<file path="config.mk">
export PLATFORM = sky130hd
export DESIGN_NAME = ysyx_23060124_issue_ctrl_flat
export DESIGN_NICKNAME = d
export VERILOG_FILES = /design/src/rtl/ysyx_23060124_issue_ctrl_pkg.sv /design/src/rtl/ysyx_23060124_issue_ctrl_if.sv /design/src/rtl/ysyx_23060124_scoreboard.sv /design/src/rtl/ysyx_23060124_issue_ctrl.sv /design/src/flat_wrapper.sv
export SDC_FILE = /design/constraint.sdc
export NUM_CORES = 1
export LEC_CHECK = 0
export CORE_MARGIN = 5
export CORE_UTILIZATION = 65
export DETAILED_ROUTE_END_ITERATION = 7
export GPL_ROUTABILITY_DRIVEN = 1
export PLACE_DENSITY = 0.84
export SETUP_SLACK_MARGIN = 0.05
export SLEW_MARGIN = 20
export SYNTH_ARGS = -nofsm -noshare
export SYNTH_HDL_FRONTEND = slang
export SYNTH_HIERARCHICAL = 1
export SYNTH_SLANG_ARGS = --single-unit
</file>
<file path="constraint.sdc">
create_clock -name clock -period 8.1 [get_ports clock]
set_clock_uncertainty 0.15 [all_clocks]
set_input_delay 1.62 -clock clock [delete_from_list [all_inputs] [get_ports clock]]
set_output_delay 1.62 -clock clock [all_outputs]
set_load 0.05 [all_outputs]
</file>
<file path="src/rtl/ysyx_23060124_issue_ctrl_pkg.sv">
// ---------------------------------------------------------------------------
// ysyx_23060124_pkg
// Shared definitions for the IDU->EXU issue controller: FSM state encoding,
// scoreboard counter limit and register-file geometry.
// ---------------------------------------------------------------------------
package ysyx_23060124_pkg;

  typedef enum logic [1:0] {
    ISSUE_RUN   = 2'd0,
    ISSUE_DRAIN = 2'd1,
    ISSUE_FLUSH = 2'd2
  } issue_state_e;

  // Largest number of in-flight writes tracked per register.
  localparam logic [1:0] SB_MAX = 2'd3;

  localparam int SB_REGS = 32;

endpackage

</file>
<file path="src/rtl/ysyx_23060124_issue_ctrl_if.sv">
// ---------------------------------------------------------------------------
// ysyx_23060124_issue_ctrl_if
// Bundles the decode, EXU, WBU and LSU status signals seen by the issue
// controller, plus its issue/flush outputs.
//   master : pipeline side (drives i_*, observes o_*)
//   slave  : issue controller (observes i_*, drives o_*)
// Optional statistics outputs o_stall_cnt / o_drain_cnt exist only when
// YSYX_23060124_ISSUE_STAT_EN is defined.
// ---------------------------------------------------------------------------
interface ysyx_23060124_issue_ctrl_if;
  import ysyx_23060124_pkg::*;

  logic       i_id_valid;
  logic [4:0] i_rs1;
  logic [4:0] i_rs2;
  logic       i_rs1_used;
  logic       i_rs2_used;
  logic [4:0] i_rd;
  logic       i_wen;
  logic       i_serial;
  logic       i_ex_ready;
  logic       i_ex_fire;
  logic       i_wb_valid;
  logic [4:0] i_wb_rd;
  logic       i_wb_wen;
  logic       i_lsu_idle;
  logic       i_redirect;
  logic       o_rf_valid;
  logic       o_issue;
  logic       o_flush;
  logic       o_sb_empty;
`ifdef YSYX_23060124_ISSUE_STAT_EN
  logic [31:0] o_stall_cnt;
  logic [31:0] o_drain_cnt;

  modport master (
    output i_id_valid, i_rs1, i_rs2, i_rs1_used, i_rs2_used, i_rd, i_wen,
           i_serial, i_ex_ready, i_ex_fire, i_wb_valid, i_wb_rd, i_wb_wen,
           i_lsu_idle, i_redirect,
    input  o_rf_valid, o_issue, o_flush, o_sb_empty, o_stall_cnt, o_drain_cnt
  );

  modport slave (
    input  i_id_valid, i_rs1, i_rs2, i_rs1_used, i_rs2_used, i_rd, i_wen,
           i_serial, i_ex_ready, i_ex_fire, i_wb_valid, i_wb_rd, i_wb_wen,
           i_lsu_idle, i_redirect,
    output o_rf_valid, o_issue, o_flush, o_sb_empty, o_stall_cnt, o_drain_cnt
  );
`else
  modport master (
    output i_id_valid, i_rs1, i_rs2, i_rs1_used, i_rs2_used, i_rd, i_wen,
           i_serial, i_ex_ready, i_ex_fire, i_wb_valid, i_wb_rd, i_wb_wen,
           i_lsu_idle, i_redirect,
    input  o_rf_valid, o_issue, o_flush, o_sb_empty
  );

  modport slave (
    input  i_id_valid, i_rs1, i_rs2, i_rs1_used, i_rs2_used, i_rd, i_wen,
           i_serial, i_ex_ready, i_ex_fire, i_wb_valid, i_wb_rd, i_wb_wen,
           i_lsu_idle, i_redirect,
    output o_rf_valid, o_issue, o_flush, o_sb_empty
  );
`endif

endinterface

</file>
<file path="src/rtl/ysyx_23060124_scoreboard.sv">
// ---------------------------------------------------------------------------
// ysyx_23060124_scoreboard
// Per-register count of in-flight writes (x1..x31, 2 bits each; x0 is
// always zero).
//   clock, reset          : clock, asynchronous active-low reset
//   inc_en / inc_rd       : one more write in flight to inc_rd
//   wb_dec_en / wb_dec_rd : WBU committed a write to wb_dec_rd
//   fl_dec_en / fl_dec_rd : flushed instruction's write is cancelled
//   rs1, rs2, rd          : read-port indices
//   rs1_cnt .. rd_cnt     : counts for the read ports
//   empty                 : every counter is zero
// ---------------------------------------------------------------------------
module ysyx_23060124_scoreboard
  import ysyx_23060124_pkg::*;
(
  input  logic       clock,
  input  logic       reset,
  input  logic       inc_en,
  input  logic [4:0] inc_rd,
  input  logic       wb_dec_en,
  input  logic [4:0] wb_dec_rd,
  input  logic       fl_dec_en,
  input  logic [4:0] fl_dec_rd,
  input  logic [4:0] rs1,
  input  logic [4:0] rs2,
  input  logic [4:0] rd,
  output logic [1:0] rs1_cnt,
  output logic [1:0] rs2_cnt,
  output logic [1:0] rd_cnt,
  output logic       empty
);

  logic [1:0]         cnt_q [SB_REGS];
  logic [1:0]         cnt_d [SB_REGS];
  logic [SB_REGS-1:0] underflow;
  logic [2:0]         up;
  logic [2:0]         down;

  // Net change is inc - (wb + flush); a simultaneous inc and dec on the same
  // register cancels. A result below zero is clamped and flagged.
  always_comb begin
    underflow = '0;
    up        = '0;
    down      = '0;
    for (int i = 0; i < SB_REGS; i++) begin
      up   = {2'b00, inc_en && (inc_rd == 5'(i))};
      down = {2'b00, wb_dec_en && (wb_dec_rd == 5'(i))}
           + {2'b00, fl_dec_en && (fl_dec_rd == 5'(i))};
      if (i == 0) begin
        cnt_d[i] = 2'd0;
      end else if (({1'b0, cnt_q[i]} + up) < down) begin
        cnt_d[i]     = 2'd0;
        underflow[i] = 1'b1;
      end else if (({1'b0, cnt_q[i]} + up - down) > {1'b0, SB_MAX}) begin
        cnt_d[i] = SB_MAX;
      end else begin
        cnt_d[i] = 2'({1'b0, cnt_q[i]} + up - down);
      end
    end
  end

  always_ff @(posedge clock or negedge reset) begin
    if (!reset) begin
      for (int i = 0; i < SB_REGS; i++) cnt_q[i] <= 2'd0;
    end else begin
      for (int i = 0; i < SB_REGS; i++) cnt_q[i] <= cnt_d[i];
    end
  end

  always_ff @(posedge clock) begin
    if (reset) assert (underflow == '0);
  end

  always_comb begin
    empty = 1'b1;
    for (int i = 1; i < SB_REGS; i++) begin
      if (cnt_q[i] != 2'd0) empty = 1'b0;
    end
  end

  assign rs1_cnt = cnt_q[rs1];
  assign rs2_cnt = cnt_q[rs2];
  assign rd_cnt  = cnt_q[rd];

endmodule

</file>
<file path="src/rtl/ysyx_23060124_issue_ctrl.sv">
// ---------------------------------------------------------------------------
// ysyx_23060124_issue_ctrl
// Gates issue into the IDU/EXU register on RAW and write-saturation hazards,
// serializes fence.i/ecall/mret/ebreak until the back end is empty, and
// sequences a one-cycle flush after an EXU redirect.
//   clock, reset : clock, asynchronous active-low reset
//   io (slave)   : i_* decode/EXU/WBU/LSU status in,
//                  o_rf_valid, o_issue, o_flush, o_sb_empty out,
//                  o_stall_cnt, o_drain_cnt with YSYX_23060124_ISSUE_STAT_EN
// ---------------------------------------------------------------------------
module ysyx_23060124_issue_ctrl
  import ysyx_23060124_pkg::*;
(
  input  logic                         clock,
  input  logic                         reset,
  ysyx_23060124_issue_ctrl_if.slave    io
);

  issue_state_e state_q, state_d;
  logic         slot_v_q;
  logic [4:0]   slot_rd_q;
  logic         slot_wen_q;
  logic [1:0]   rs1_cnt, rs2_cnt, rd_cnt;
  logic         sb_empty;
  logic         hazard;
  logic         rf_valid;
  logic         flush;
  logic         issue;
  logic         flush_dec;

  ysyx_23060124_scoreboard u_sb (
    .clock     (clock),
    .reset     (reset),
    .inc_en    (issue && io.i_wen && (io.i_rd != 5'd0)),
    .inc_rd    (io.i_rd),
    .wb_dec_en (io.i_wb_valid && io.i_wb_wen && (io.i_wb_rd != 5'd0)),
    .wb_dec_rd (io.i_wb_rd),
    .fl_dec_en (flush_dec),
    .fl_dec_rd (slot_rd_q),
    .rs1       (io.i_rs1),
    .rs2       (io.i_rs2),
    .rd        (io.i_rd),
    .rs1_cnt   (rs1_cnt),
    .rs2_cnt   (rs2_cnt),
    .rd_cnt    (rd_cnt),
    .empty     (sb_empty)
  );

  // Last term stalls a writer whose counter is full so it never wraps.
  assign hazard = (io.i_rs1_used && (rs1_cnt != 2'd0))
               || (io.i_rs2_used && (rs2_cnt != 2'd0))
               || (io.i_wen && (rd_cnt == SB_MAX));

  always_comb begin
    state_d  = state_q;
    rf_valid = 1'b0;
    flush    = 1'b0;
    unique case (state_q)
      ISSUE_RUN: begin
        rf_valid = ~hazard & ~io.i_serial;
        if (io.i_id_valid && io.i_serial) state_d = ISSUE_DRAIN;
      end
      ISSUE_DRAIN: begin
        rf_valid = sb_empty & io.i_lsu_idle & ~slot_v_q;
        if (io.i_id_valid && io.i_ex_ready && rf_valid) state_d = ISSUE_RUN;
      end
      ISSUE_FLUSH: begin
        flush   = 1'b1;
        state_d = ISSUE_RUN;
      end
      default: state_d = ISSUE_RUN;
    endcase
    // A redirect outranks everything, but one already being flushed is ignored.
    if (io.i_redirect && (state_q != ISSUE_FLUSH)) state_d = ISSUE_FLUSH;
  end

  assign issue = io.i_id_valid & io.i_ex_ready & rf_valid;

  // The slot content at FLUSH is the youngest issued instruction; its
  // pending write is undone.
  assign flush_dec = (state_q == ISSUE_FLUSH) && slot_v_q && slot_wen_q
                  && (slot_rd_q != 5'd0);

  always_ff @(posedge clock or negedge reset) begin
    if (!reset) begin
      state_q  <= ISSUE_RUN;
      slot_v_q <= 1'b0;
    end else begin
      state_q <= state_d;
      if (state_q == ISSUE_FLUSH) slot_v_q <= 1'b0;
      else if (issue)             slot_v_q <= 1'b1;
      else if (io.i_ex_fire)      slot_v_q <= 1'b0;
    end
  end

  // Slot payload is qualified by slot_v_q and needs no reset.
  always_ff @(posedge clock) begin
    if ((state_q != ISSUE_FLUSH) && issue) begin
      slot_rd_q  <= io.i_rd;
      slot_wen_q <= io.i_wen;
    end
  end

  assign io.o_rf_valid = rf_valid;
  assign io.o_issue    = issue;
  assign io.o_flush    = flush;
  assign io.o_sb_empty = sb_empty;

`ifdef YSYX_23060124_ISSUE_STAT_EN
  logic [31:0] stall_cnt_q;
  logic [31:0] drain_cnt_q;

  always_ff @(posedge clock or negedge reset) begin
    if (!reset) begin
      stall_cnt_q <= '0;
      drain_cnt_q <= '0;
    end else begin
      if ((state_q == ISSUE_RUN) && io.i_id_valid && !rf_valid)
        stall_cnt_q <= stall_cnt_q + 32'd1;
      if (state_q == ISSUE_DRAIN)
        drain_cnt_q <= drain_cnt_q + 32'd1;
    end
  end

  assign io.o_stall_cnt = stall_cnt_q;
  assign io.o_drain_cnt = drain_cnt_q;
`endif

endmodule

</file>
<file path="src/flat_wrapper.sv">
// flat-port wrapper written by rule: the top's interface ports become plain ports
module ysyx_23060124_issue_ctrl_flat import ysyx_23060124_pkg::*;
  (clock, reset, io_i_id_valid, io_i_rs1, io_i_rs2, io_i_rs1_used, io_i_rs2_used, io_i_rd, io_i_wen, io_i_serial, io_i_ex_ready, io_i_ex_fire, io_i_wb_valid, io_i_wb_rd, io_i_wb_wen, io_i_lsu_idle, io_i_redirect, io_o_rf_valid, io_o_issue, io_o_flush, io_o_sb_empty);
  ysyx_23060124_issue_ctrl_if io_i ();
  input  logic clock;
  input  logic reset;
  input wire logic [$bits(io_i.i_id_valid)-1:0] io_i_id_valid;
  input wire logic [$bits(io_i.i_rs1)-1:0] io_i_rs1;
  input wire logic [$bits(io_i.i_rs2)-1:0] io_i_rs2;
  input wire logic [$bits(io_i.i_rs1_used)-1:0] io_i_rs1_used;
  input wire logic [$bits(io_i.i_rs2_used)-1:0] io_i_rs2_used;
  input wire logic [$bits(io_i.i_rd)-1:0] io_i_rd;
  input wire logic [$bits(io_i.i_wen)-1:0] io_i_wen;
  input wire logic [$bits(io_i.i_serial)-1:0] io_i_serial;
  input wire logic [$bits(io_i.i_ex_ready)-1:0] io_i_ex_ready;
  input wire logic [$bits(io_i.i_ex_fire)-1:0] io_i_ex_fire;
  input wire logic [$bits(io_i.i_wb_valid)-1:0] io_i_wb_valid;
  input wire logic [$bits(io_i.i_wb_rd)-1:0] io_i_wb_rd;
  input wire logic [$bits(io_i.i_wb_wen)-1:0] io_i_wb_wen;
  input wire logic [$bits(io_i.i_lsu_idle)-1:0] io_i_lsu_idle;
  input wire logic [$bits(io_i.i_redirect)-1:0] io_i_redirect;
  output wire logic [$bits(io_i.o_rf_valid)-1:0] io_o_rf_valid;
  output wire logic [$bits(io_i.o_issue)-1:0] io_o_issue;
  output wire logic [$bits(io_i.o_flush)-1:0] io_o_flush;
  output wire logic [$bits(io_i.o_sb_empty)-1:0] io_o_sb_empty;
  assign io_i.i_id_valid = io_i_id_valid;
  assign io_i.i_rs1 = io_i_rs1;
  assign io_i.i_rs2 = io_i_rs2;
  assign io_i.i_rs1_used = io_i_rs1_used;
  assign io_i.i_rs2_used = io_i_rs2_used;
  assign io_i.i_rd = io_i_rd;
  assign io_i.i_wen = io_i_wen;
  assign io_i.i_serial = io_i_serial;
  assign io_i.i_ex_ready = io_i_ex_ready;
  assign io_i.i_ex_fire = io_i_ex_fire;
  assign io_i.i_wb_valid = io_i_wb_valid;
  assign io_i.i_wb_rd = io_i_wb_rd;
  assign io_i.i_wb_wen = io_i_wb_wen;
  assign io_i.i_lsu_idle = io_i_lsu_idle;
  assign io_i.i_redirect = io_i_redirect;
  assign io_o_rf_valid = io_i.o_rf_valid;
  assign io_o_issue = io_i.o_issue;
  assign io_o_flush = io_i.o_flush;
  assign io_o_sb_empty = io_i.o_sb_empty;
  ysyx_23060124_issue_ctrl u_core (.clock(clock), .reset(reset), .io(io_i));
endmodule
</file>
* After elaboration in Yosys (flattened, before gate mapping)
Index checks and enable logic that the tools add are counted.
** Word-level totals
- Register bits :: 71
- Input bits :: 33
- Output and inout bits :: 4
- Logic and storage cells :: 563
** Operators by class
- Add/subtract/negate cells :: 93
- $lt $le $gt $ge :: 65
- Eq/ne operators :: 99
- Mux-type cells :: 111
- Bitwise operators :: 11
- Reduce and logical (&&, ||, !) cells :: 149
** Operator list (number)
- $eq 5x5->1 const B :: 48
- $mux 2 :: 71
- $eq 5x4->1 const B :: 24
- $logic_and 1x1->1 :: 108
- $add 2x1->3 :: 31
- $gt 3x2->1 const B :: 31
- $lt 3x2->1 :: 31
- $sub 3x2->3 :: 31
- $reduce_bool 2->1 :: 33
- $add 1x1->2 :: 31
- $eq 5x3->1 const B :: 12
- $mux 1 :: 35
- $bmux 2 s5 :: 3
- $eq 5x2->1 const B :: 6
- $ge 6x6->1 const B :: 3
- $not 5->6 :: 3
- $eq 5x1->1 const B :: 3
- $reduce_bool 5->1 :: 3
- $ne 3x1->1 const B :: 2
- $and 1x1->1 :: 5
- $eq 2x2->1 const B :: 2
- $pmux 2 s2 :: 1
- $not 1->1 :: 3
- $reduce_bool 3->1 :: 1
- 6 further kinds :: 7

* Logic depth before layout (Yosys ltp)
Gate-level depths: netlist of run 1.
- Depth in word-level cells :: 44
- Depth in mapped cells :: 19
- Depth with buffers taken out :: 17

* Modules after synthesis
Netlist of run 1, hierarchy kept.
** By module, submodules not included
- ysyx_23060124_scoreboard :: times used 1, cells an instance 905, area an instance 8720.9 µm²
- ysyx_23060124_issue_ctrl :: times used 1, cells an instance 37, area an instance 429.2 µm²

* Worst setup path before layout of run 1
No wires, ideal clock.
- Kind :: input to output
- Start point :: input io_i_rs2[0]
- End point :: output io_o_issue
- Data arrival time :: 3.923 ns
- Required time :: 6.330 ns
- Slack :: 2.407 ns
- Stages :: 9
- Path through :: buf_6 > buf_12 > mux4_1 > mux2i_1 > nand2_1 > a31o_1 > o21ai_0 > nand4_1 > a21oi_1
** On the way
- Cells in the longest elaborated chain, start to end :: 12
** Ends and longest elaborated chain
- start, declared :: RTL line flat_wrapper.sv:9 : input wire logic [$bits(io_i.i_rs2)-1:0] io_i_rs2;
- $not 5->6 (implied by the code) :: RTL line ysyx_23060124_scoreboard.sv:82 : assign rs2_cnt = cnt_q[rs2];
- $bmux 2 s5 :: RTL line ysyx_23060124_scoreboard.sv:82
- $mux 2 (implied by the code) (2 in series) :: RTL line ysyx_23060124_scoreboard.sv:82
- named net u_core.rs2_cnt[0] :: RTL line ysyx_23060124_issue_ctrl.sv:23 : logic [1:0] rs1_cnt, rs2_cnt, rd_cnt;
- $reduce_bool 2->1 :: RTL line ysyx_23060124_issue_ctrl.sv:51 : || (io.i_rs2_used && (rs2_cnt != 2'd0))
- $logic_and 1x1->1 :: RTL line ysyx_23060124_issue_ctrl.sv:51
- $logic_or 1x1->1 :: RTL line ysyx_23060124_issue_ctrl.sv:51
- $logic_or 1x1->1 :: RTL line ysyx_23060124_issue_ctrl.sv:52 : || (io.i_wen && (rd_cnt == SB_MAX));
- $not 1->1 :: RTL line ysyx_23060124_issue_ctrl.sv:60 : rf_valid = ~hazard & ~io.i_serial;
- $and 1x1->1 :: RTL line ysyx_23060124_issue_ctrl.sv:60
- $pmux 1 s2 :: RTL line ysyx_23060124_issue_ctrl.sv:58 : unique case (state_q)
- $and 1x1->1 :: RTL line ysyx_23060124_issue_ctrl.sv:77 : assign issue = io.i_id_valid & io.i_ex_ready & rf_valid;
- end, declared :: RTL line flat_wrapper.sv:23 : output wire logic [$bits(io_i.o_issue)-1:0] io_o_issue;
The timed path passes the listed nets, and every way through them passes these cells. The select of a mux whose other input is x is not followed.

* Final worst setup path of run 1
- Start point :: input io_i_rs1[1]
- End point :: output io_o_issue
** On the way
- Cells in the longest elaborated chain, start to end :: 12
** Ends and longest elaborated chain
- start, declared :: RTL line flat_wrapper.sv:8 : input wire logic [$bits(io_i.i_rs1)-1:0] io_i_rs1;
- $not 5->6 (implied by the code) :: RTL line ysyx_23060124_scoreboard.sv:81 : assign rs1_cnt = cnt_q[rs1];
- $bmux 2 s5 :: RTL line ysyx_23060124_scoreboard.sv:81
- $mux 2 (implied by the code) (2 in series) :: RTL line ysyx_23060124_scoreboard.sv:81
- named net u_core.rs1_cnt[1] :: RTL line ysyx_23060124_issue_ctrl.sv:23
- $reduce_bool 2->1 :: RTL line ysyx_23060124_issue_ctrl.sv:50 : assign hazard = (io.i_rs1_used && (rs1_cnt != 2'd0))
- $logic_and 1x1->1 :: RTL line ysyx_23060124_issue_ctrl.sv:50
- $logic_or 1x1->1 :: RTL line ysyx_23060124_issue_ctrl.sv:51
- $logic_or 1x1->1 :: RTL line ysyx_23060124_issue_ctrl.sv:52
- $not 1->1 :: RTL line ysyx_23060124_issue_ctrl.sv:60
- $and 1x1->1 :: RTL line ysyx_23060124_issue_ctrl.sv:60
- $pmux 1 s2 :: RTL line ysyx_23060124_issue_ctrl.sv:58
- $and 1x1->1 :: RTL line ysyx_23060124_issue_ctrl.sv:77
The timed path passes the listed nets, and every way through them passes these cells. The select of a mux whose other input is x is not followed.

==> parameters.txt, run 1 <==
Parameter                              Value

Yosys
  Proportion of synthesized chip area in sequential cells ... 0.197
  Instance count of the mapped netlist ... 942
  Synth area leaders ... dfrtp_1, ha_1, fa_1, mux4_2, inv_1
  Area fraction of the dominant cell type after synthesis ... 0.178
  Mapped cell area ... 9150 um2
  Distinct cell type count of the synthesized netlist ... 56
  Post-synthesis compound-gate area fraction ... 0.160
  Library cell occupying the most area in the post-synthesis netlist ... dfrtp_1
  Fraction of registers with async set or reset after synthesis ... 0.915
  Portion of netlist area occupied by mux cells ... 0.121
  Number of enable flip-flop cells after synthesis ... 6
  Main flop type after synthesis ... dfrtp_1
  XOR/XNOR share of the synthesized area ... 0.0153
  FF+latch count, synth ... 71
  Syn Area/Cell ... 9.71 um2
  Dominant combinational cell family by area after synthesis ... adder cells
  Count of warnings emitted by yosys ... 6
  Post-Synth Simple-Gate Area ... 0.131
  Post-Synth Adder-Cell Area ... 0.305
  Synthesized net count ... 1161

STA
  Final min period ... 7270 ps
  Fin Setup TNS ... 0 ps
  Final-report max-slew violation count ... 0
  Worst-Margin Slew ... 997 ps
  Ratio of final minimum period to clock period ... 0.897
  FMAX ... 138 MHz
  Count of final setup violators ... 0
  Worst hold slack across all endpoints ... around 370 ps
  Max-slew headroom ... 0.333
  Setup slack after layout ... ~830 ps
  Final Hold Vio Count ... 0
  Unrepaired setup endpoints after global routing ... false

Pwr
  Pleak ... 4.47 nW
  Peak supply drop ... roughly 0.17 mV
  Total power consumption of the routed design ... between 1.5 and 2 mW
  Power density over the cells ... 180 nW/um2

Place
  Routability-driven placement congestion ratio ... 1.03
  Post-place setup slack ... 970 ps
  Number of placed instances with taps included ... 1137
  Count of input and output buffers ... 36
  Instance area at placement ... a little under 10000 um2
  Sum of net half-perimeters after detailed placement ... 19.2 mm

Final layout
  Post-Route Utilization ... 0.719
  Final instance area ... a little under 10000 um2
  Footprint of the multi-input gates ... 6700 um2
  Final instance count without filler cells ... around 1200
  Final net count ... between 1000 and 1500
  Fraction of layout cells with a size suffix above 1 ... 0.0668
  Area overhead of the layout relative to synthesis ... 8.66%
  Storage cell area ... 1810 um2
  Fillers ... 1000
  Number of diodes added for antenna fixing ... 0

Hold path
  Worst hold path type ... flop to flop
  Hold Startpoint ... u_core/state_q[1]
  Worst-case hold path end point ... u_core/state_q[0]
  Min-Delay Path Depth ... 1

Detailed routing
  Routed length per instance ... about 22 um
  Drc violations ... 0
  Number of vias after detailed routing ... just under 8000
  Detail Route Antenna Nets ... 0
  Average via count per standard cell ... 6.76
  DRT iter0 DRCs ... 767
  Drt first pass iters ... 8
  Final routed wirelength across all metal layers ... approximately 25 mm

Clocking
  TritonCTS clock tree ... yes
  Worst-path clk slew ... 60 ps
  Clock Latency Late Sink ... 350 ps
  Setup Fix Bufs, Post-CTS ... 0
  Root cell of the clock tree ... clkbuf_16
  Number of buffers created by CTS ... 9
  Post-CTS Resized ... 0
  Number of buffers added to fix hold violations after cts ... 0
  H-tree levels ... 3
  CTS Buffer Depth ... 2
  CTS sink count ... 71

Flow run
  Max Cap Violations ... 0

Floorplan
  Area of the core ... 13800 um2
  Number of I/O pins ... 37
  Die area ... 16500 um2
  Chip height ... roughly 130 um
  Number of cell rows ... 43
  Die outline width ... 129 um
  Effective utilization at floorplan ... 0.662

Critical path
  Register-to-register setup slack ... 2970 ps
  Reg-to-reg critical path endpoint ... u_core/u_sb/cnt_q[29]
  Endpoint class of the critical path ... primary output
  Highest cell delay on the worst timing path ... 1110 ps
  Worst EP arrival ... 5500 ps
  Biggest fanout along the worst timing path ... 18
  Startpoint type of the worst setup path ... input pin
  R2R depth ... 14
  Slowest cell on crit path ... clkdlybuf4s50_1
  Worst Path Required ... roughly 6300 ps
  Crit-path cells ... clkdlybuf4s50_1 > mux4_2 > nand3b_1 > a41oi_1 > a31o_2 > o21ai_0 > nand4_1 > a21oi_1 > clkdlybuf4s50_1
  Crit Path Category ... input pin to primary output
  Most frequent cell on the critical path ... clkdlybuf4s50_1
  Launching point of the worst reg2reg path ... u_core/u_sb/cnt_q[16]

Global routing
  Pin count of the biggest net entering global routing ... 66
  Final global-route overflow total ... 0
  Via count of the first global-routing pass ... around 7800
  Initial antenna violation count ... 0
  First-pass GRT wire length ... 40.4 mm
  GRT Overall Usage ... 0.315

Outcome
  Status ... complete, no violations
## cells in the mapped netlist (all sizes together), types with 5 or more instances
library cell and instances:
inv 128, nand2b 19, nand2 32, mux2 8, buf 14, nand4 8
nor2 119, a21o 44, nand3 20, o21a 18, a221oi 33, a41oi 5
dfrtp 65, a21oi 35, clkbuf 12, mux4 36, mux2i 17, o31a 16
nor2b 12, fa 62, xnor2 16, a31o 5, edfxtp 6, nand3b 12
nor4 17, ha 124, o21ai 26
## registers in the layout (all words and copies together) (netlist names)
signal / count
u_core/state_q: 2
u_core/slot_wen_q: 1
u_core/u_sb/cnt_q: 62
u_core/slot_v_q: 1
u_core/slot_rd_q: 5
## cells by family (layout without fill, tap and decap cells)
family                   after synthesis  after routing
AND/OR/NAND/NOR                      252            252
AO/OA/AOI/OAI                        202            202
adder cells (fa/ha/maj)              186            186
buffers and inverters                154            185
flip-flops                            71             71
multiplexers                          61             61
XOR/XNOR                              16             16
## how the worst max path moves through the flow
| stage | start | endpoint | depth (start not counted) |
|---|---|---|---|
| 5_1_grt | io_i_rs1[0] | io_o_issue | 9 |
| 3_5_place_dp | io_i_rs1[1] | io_o_issue | 9 |
| 6_report | io_i_rs1[1] | io_o_issue | 9 |
| 3_3_place_gp | io_i_rs1[0] | io_o_issue | 10 |
| 4_1_cts | io_i_rs1[1] | io_o_issue | 9 |
| 2_1_floorplan | io_i_rs2[0] | io_o_issue | 9 |
## cell type report
class                   count  share of cell area
multi-input cells         717               0.674
flip-flops and latches     71               0.182
inverters                 128              0.0483
repair buffers             41              0.0395
clock buffers              10              0.0230
well taps                 180              0.0227
clock inverters             6              0.0109
## power by group
group	total [mW]	switching, mW	internal (mW)
combinational	0.713	0.349	0.364
clock	0.469	0.169	0.300
sequential	0.610	0.168	0.442
total	1.79	0.686	1.11
## metal layers
| layer | track usage | wire length (um) | up-vias |
|---|---|---|---|
| met4 | 0.159 | 1250 | 0 |
| met2 | 0.481 | 11100 | 517 |
| met3 | 0.0718 | 2880 | 95 |
| met5 | 0 | 0 | - |
| li1 | - | - | 3456 |
| met1 | 0.423 | 9840 | 3724 |
## worst max-delay path: cells and delay by family
family / cells / cell delay [ps]
muxes: 1 / 610
buffers and inverters: 2 / 1950
AOI/OAI and AO/OA: 4 / 870
and+or+nand+nor: 2 / 430
## cell usage in the layout, fill, tap and decap left out, types with 32 or more instances in the layout
| cell | Yosys | routed |
|---|---|---|
| inv_1 | 128 | 128 |
| ha_1 | 124 | 124 |
| nor2_1 | 119 | 119 |
| dfrtp_1 | 65 | 65 |
| fa_1 | 62 | 62 |
| a21o_1 | 44 | 44 |
| clkdlybuf4s50_1 | 0 | 35 |
| a21oi_1 | 35 | 35 |
| a221oi_1 | 33 | 33 |
| nand2_1 | 32 | 32 |
No activity file was read; power rests on OpenSTA's default activity.
==> run 2: changes to the inputs <==
Settings changed: CTS_CLUSTER_SIZE set to 14.
==> results of run 2 <==
The final DEF is identical to that of run 1; final timing and power are the same.
